===== config.mk =====
export PLATFORM = sky130hd
export DESIGN_NAME = regfile_scoreboard
export DESIGN_NICKNAME = d
export VERILOG_FILES = /design/src/rtl/regfile_scoreboard_pkg.sv /design/src/rtl/regfile_scoreboard_popcount_tree.sv /design/src/rtl/regfile_scoreboard.sv
export SDC_FILE = /design/constraint.sdc
export NUM_CORES = 2
export LEC_CHECK = 0
export CORE_UTILIZATION = 62
export DETAILED_ROUTE_END_ITERATION = 6
export GPL_ROUTABILITY_DRIVEN = 0
export PLACE_DENSITY = 0.87
export SYNTH_ARGS = -nofsm -noshare
export SYNTH_HDL_FRONTEND = slang
export SYNTH_HIERARCHICAL = 1
export SYNTH_SLANG_ARGS = --single-unit

===== constraint.sdc =====
create_clock -name clk -period 7.2 [get_ports clk]
set_clock_uncertainty 0.2 [all_clocks]
set_input_delay 0.72 -clock clk [delete_from_list [all_inputs] [get_ports clk]]
set_output_delay 0.72 -clock clk [all_outputs]
set_load 0.05 [all_outputs]

===== src/rtl/regfile_scoreboard_pkg.sv =====
// Shared constants for the register file / scoreboard slice.
// REGISTER_WIDTH : default architectural register width in bits
// REGISTER_DEPTH : default number of architectural registers
package regfile_scoreboard_pkg;

  localparam int REGISTER_WIDTH = 32;
  localparam int REGISTER_DEPTH = 32;

endpackage : regfile_scoreboard_pkg


===== src/rtl/regfile_scoreboard_popcount_tree.sv =====
// Combinational population count of the pending-bit vector.
// Ports:
//   vec_i : input  [WIDTH-1:0] bit vector to count
//   cnt_o : output [CNT_W-1:0] number of ones in vec_i
module popcount_tree
  import regfile_scoreboard_pkg::*;
#(
  parameter int WIDTH = REGISTER_DEPTH,
  parameter int CNT_W = $clog2(WIDTH + 1)
) (
  input  logic [WIDTH-1:0] vec_i,
  output logic [CNT_W-1:0] cnt_o
);

  // Accumulate ones; the result width holds WIDTH so it cannot overflow.
  always_comb begin
    cnt_o = {CNT_W{1'b0}};
    for (int k = 0; k < WIDTH; k++) begin
      cnt_o = cnt_o + CNT_W'(vec_i[k]);
    end
  end

endmodule : popcount_tree


===== src/rtl/regfile_scoreboard.sv =====
// Architectural register file with a pending-producer scoreboard.
// Ports:
//   clk           : clock, all state updates on the rising edge
//   rst           : synchronous active-low reset
//   rd_en         : [NUM_READ] per-port read request
//   rd_addr       : [NUM_READ*ADDR_W] packed read indices, port i at [i*ADDR_W +: ADDR_W]
//   rd_data       : [NUM_READ*DATA_WIDTH] registered read results, same packing
//   hazard        : some enabled read targets a register still awaiting its producer
//   issue_valid/issue_addr : destination of a newly issued instruction
//   wr_valid/wr_addr/wr_data : writeback
//   flush         : squash all in-flight producers
//   pending_count : registered number of pending registers
module regfile_scoreboard
  import regfile_scoreboard_pkg::*;
#(
  parameter int DATA_WIDTH = REGISTER_WIDTH,
  parameter int DEPTH      = REGISTER_DEPTH,
  parameter int NUM_READ   = 2,
  localparam int ADDR_W    = $clog2(DEPTH),
  localparam int CNT_W     = $clog2(DEPTH + 1)
) (
  input  logic                           clk,
  input  logic                           rst,
  input  logic [NUM_READ-1:0]            rd_en,
  input  logic [NUM_READ*ADDR_W-1:0]     rd_addr,
  output logic [NUM_READ*DATA_WIDTH-1:0] rd_data,
  output logic                           hazard,
  input  logic                           issue_valid,
  input  logic [ADDR_W-1:0]              issue_addr,
  input  logic                           wr_valid,
  input  logic [ADDR_W-1:0]              wr_addr,
  input  logic [DATA_WIDTH-1:0]          wr_data,
  input  logic                           flush,
  output logic [CNT_W-1:0]               pending_count
);

  // Addresses at or above DEPTH only exist when DEPTH is not a power of two.
  function automatic logic in_range(input logic [ADDR_W-1:0] a);
    return ({1'b0, a} < (ADDR_W + 1)'(DEPTH));
  endfunction

  logic [DATA_WIDTH-1:0] regs_q [DEPTH];
  logic [DEPTH-1:0]      pend_q;
  logic [DEPTH-1:0]      pend_d;
  logic [CNT_W-1:0]      cnt_q;
  logic [CNT_W-1:0]      cnt_d;
  logic [NUM_READ-1:0]   haz_s;
  logic                  wr_ok_s;
  logic                  iss_ok_s;

  // Register 0 is hardwired: never written, never pending.
  assign wr_ok_s  = wr_valid && (wr_addr != {ADDR_W{1'b0}}) && in_range(wr_addr);
  assign iss_ok_s = issue_valid && !flush && (issue_addr != {ADDR_W{1'b0}}) && in_range(issue_addr);

  // Next pending vector: flush clears all; a same-cycle issue beats the writeback clear.
  always_comb begin
    for (int k = 0; k < DEPTH; k++) begin
      pend_d[k] = flush                                      ? 1'b0 :
                  (iss_ok_s && (issue_addr == ADDR_W'(k)))   ? 1'b1 :
                  (wr_ok_s && (wr_addr == ADDR_W'(k)))       ? 1'b0 :
                                                               pend_q[k];
    end
  end

  // Count the next-state vector so the registered count tracks pend_q exactly.
  popcount_tree #(
    .WIDTH (DEPTH),
    .CNT_W (CNT_W)
  ) u_popcount_tree (
    .vec_i (pend_d),
    .cnt_o (cnt_d)
  );

  // Register array and scoreboard state.
  always_ff @(posedge clk) begin
    if (!rst) begin
      for (int k = 0; k < DEPTH; k++) begin
        regs_q[k] <= {DATA_WIDTH{1'b0}};
      end
      pend_q <= {DEPTH{1'b0}};
      cnt_q  <= {CNT_W{1'b0}};
    end else begin
      if (wr_ok_s) begin
        regs_q[wr_addr] <= wr_data;
      end
      pend_q <= pend_d;
      cnt_q  <= cnt_d;
    end
  end

  for (genvar g = 0; g < NUM_READ; g++) begin : g_rd
    logic [ADDR_W-1:0]     ra_s;
    logic                  byp_s;
    logic [DATA_WIDTH-1:0] val_s;
    logic [DATA_WIDTH-1:0] rd_q;

    assign ra_s  = rd_addr[g*ADDR_W +: ADDR_W];
    assign byp_s = wr_valid && (wr_addr == ra_s);
    assign val_s = ((ra_s == {ADDR_W{1'b0}}) || !in_range(ra_s)) ? {DATA_WIDTH{1'b0}} :
                   byp_s                                         ? wr_data :
                                                                   regs_q[ra_s];
    // A register being written back this cycle is no longer a hazard: its data is bypassed.
    assign haz_s[g] = rd_en[g] && in_range(ra_s) && pend_q[ra_s] && !byp_s;

    // Read port register; holds its value while the port is idle.
    always_ff @(posedge clk) begin
      if (!rst) begin
        rd_q <= {DATA_WIDTH{1'b0}};
      end else if (rd_en[g]) begin
        rd_q <= val_s;
      end else begin
        rd_q <= rd_q;
      end
    end

    assign rd_data[g*DATA_WIDTH +: DATA_WIDTH] = rd_q;
  end

  assign hazard        = |haz_s;
  assign pending_count = cnt_q;

endmodule : regfile_scoreboard


==> metrics <==
status=finished with violations; failing checks=design-rule violations; WP data arrival=between 6000 and 7000 ps; total global-route track usage=40.2%; clock transition at the registers of the reported paths=about 60 ps; DP Wirelength=104 mm; DRC Markers=1; most frequent CP cell=fa_1; area fraction of the dominant cell type after synthesis=51.4%; Max Cap Viol=0; Fin Setup TNS=0 ps; synthesized area=~60000 sq um; FF+latch count, synth=1126; Max VDD drop=around 0.21 mV; sequential cell area fraction in the yosys report=54.8%; crit-path cells=clkdlybuf4s50_1, nor2b_1, and3_1, nand2_1, a32oi_1, nor2_1, fa_1, inv_1, fa_1, inv_1, fa_1, inv_1, fa_1, fa_1, fa_1, inv_1, ha_1, inv_1, fa_1, nand2b_1, a21oi_1, xor2_1, and2_1; Critical Path Slowest Stage Cell=clkdlybuf4s50_1; initial drt markers=7454; Vert. Die Dim=about 310 um; Initial Utilization=62.8%; Overall Power=15800 uW; Avg Inst Size Synth=15.1 sq um; Post-DP Area=62300 sq um; fin crit share=90.0%; max_slew headroom=15.2%; share of synthesized registers carrying an async set or reset=0%; RSZ-0062 raised after global routing=no; die area=97700 sq um; number of flops mapped to enable cells by yosys=1024; GRT overflow=0; Top delay family on crit path=adder cells; FMAX=154 MHz; hold slack=239 ps; Area growth syn-to-layout=10.6%; I/O pins=130; Crit. End Element=flip-flop; CTS H-Tree Depth=3; post_cts resized=0; Finished Layout Cells=approximately 5300; Final min period=around 6500 ps; CTS max path bufs=3; Final Max Slew Viols=0; Post-CTS Setup Repair Bufs=0; clk sinks=approximately 1100; largest net degree at the start of global routing=between 100 and 150; Core Region=95300 sq um; HP Class=input pin to flip-flop; nets=around 4000; share of post-route cells with drive strength above 1=24.8%; Die W=313 um; CTS buffer count=~110; Final Hold Viols=0; CP max stage delay=between 600 and 700 ps; largest area contributor in the netlist=edfxtp_1; Slew @ Worst Pin=1270 ps; drt first pass iters=7; post-cts hold buffer count=0; Mapped Cells=3963; final WL=195 mm; P_leak=0.0225 uW; cell row count=between 100 and 150; Req. time, crit path=7650 ps; power per cell area=239 nW/um^2; vias per cell=7.64; crit start category=input pin; vias in the first global route=41300; Cell variety after synth=50; Root Buffer Master=clkbuf_16; # setup viols final=0; antenna viol nets, final=0; DR WL/cell=~37 um; CTS tree=done; Worst Path Max Fanout=7; largest cells by area after synthesis=edfxtp_1 51%, mux4_2 23%, and2_1 10%; initial antenna violation count=17; dominant synthesized flop cell=edfxtp_1; first-pass GRT wire length=279 mm; buffers plus inverters on the worst setup path=6; Vias=40700; clk_lat worst skew=approximately 730 ps; post-route cell area=66200 sq um; synth warn=6; Crit Path Class=input pin to flip-flop; Port Buffers=129; # placed instances=5095
[cells by family after synthesis]
kind of cell | after synthesis | share of synthesized area (%)
DFF | 1126 | 54.8
muxes | 664 | 24.1
other | 1 | 0.00627
AOI/OAI and AO/OA | 239 | 2.68
xor gates and xnor gates | 13 | 0.190
buffers and inverters | 467 | 3.29
and+or+nand+nor | 1421 | 13.9
adders and majority gates | 32 | 0.971
[cell type report]
cell class	count	area (sq um)
Fill cell	5752	29100
Timing Repair Buffer	247	2210
Multi-Input combinational cell	2401	25500
Sequential cell	1126	32800
Antenna cell	20	50.0
Clock buffer	148	3080
Tap cell	1265	1580
Clock inverter	63	726
Inverter	56	216
[state kept, by name, summed over array words and instances, names as in the netlist]
signal	count
g_rd.rd_q	64
pend_q	32
pending_count	6
regs_q	1024
[where the power goes]
part	leakage [uW]	switching [uW]	internal, uW
registers	0.0106	228	7510
logic	0.0101	1120	824
clock network	0.00187	2620	3520
total	0.0225	3960	11900
[final timing paths]
| check | startpoint | end | slack [ps] | cells past startpoint |
|---|---|---|---|---|
| min | rst | g_rd[0].rd_q[3] | 240 | 3 |
| max | wr_addr[1] | pending_count[4] | 720 | 23 |
| max reg2reg | pend_q[22] | pending_count[4] | 1800 | 19 |
| min reg2reg | g_rd[0].rd_q[2] | g_rd[0].rd_q[2] | 280 | 2 |
[tightest hold or removal path, delay by kind of cell]
family | cells | cell delay (ps)
buf+inv | 1 | 220
compound gates | 2 | 150
[cell usage in the layout, fill, tap and decap left out, types with 34 or more instances in the layout]
| master | instances |
|---|---|
| edfxtp_1 | 1024 |
| and2_1 | 1001 |
| mux4_2 | 622 |
| clkdlybuf4s50_1 | 117 |
| buf_4 | 117 |
| clkbuf_16 | 114 |
| nand2_1 | 109 |
| dfxtp_1 | 102 |
| nand2b_1 | 70 |
| a21oi_1 | 64 |
| a22oi_1 | 57 |
| inv_1 | 54 |
| nor3_1 | 40 |
| mux2i_1 | 39 |
| nor2b_1 | 38 |
| nor2_1 | 38 |
| a32oi_1 | 35 |
| nand3_1 | 35 |
| o21ai_0 | 34 |
[stage by stage]
| stage | setup slack [ps] | utilization [%] |
|---|---|---|
| 2_1_floorplan | 810 | - |
| 3_3_place_gp | 260 | 65.4 |
| 3_5_place_dp | 94.5 | 65.4 |
| 4_1_cts | 789 | 69.4 |
| 5_1_grt | 451 | 69.4 |
| 6_report | 723 | 69.4 |
[cell usage after synthesis (all sizes together) (3+ instances only)]
| cell | number |
|---|---|
| and3 | 5 |
| o211ai | 32 |
| nand4 | 4 |
| a21oi | 65 |
| dfxtp | 102 |
| nor3b | 6 |
| mux4 | 622 |
| xnor2 | 8 |
| inv | 55 |
| clkbuf | 311 |
| mux2i | 39 |
| edfxtp | 1024 |
| xor2 | 5 |
| a22oi | 57 |
| ha | 8 |
| nor3 | 50 |
| o21ai | 35 |
| buf | 100 |
| mux2 | 3 |
| nand2 | 140 |
| and2 | 1002 |
| a221oi | 3 |
| nor4 | 5 |
| nor2b | 40 |
| nor2 | 57 |
| nand3 | 36 |
| a32oi | 35 |
| nand2b | 70 |
| fa | 24 |
[layer usage]
metal	GRT usage (%)	part of all wire, %	wire (um)
met5	0	0.070	136
met4	31.3	9.2	17800
met3	14.4	17	32200
met2	59.6	45	87500
met1	48.4	29	56800
(Power assumes the default switching activity.)
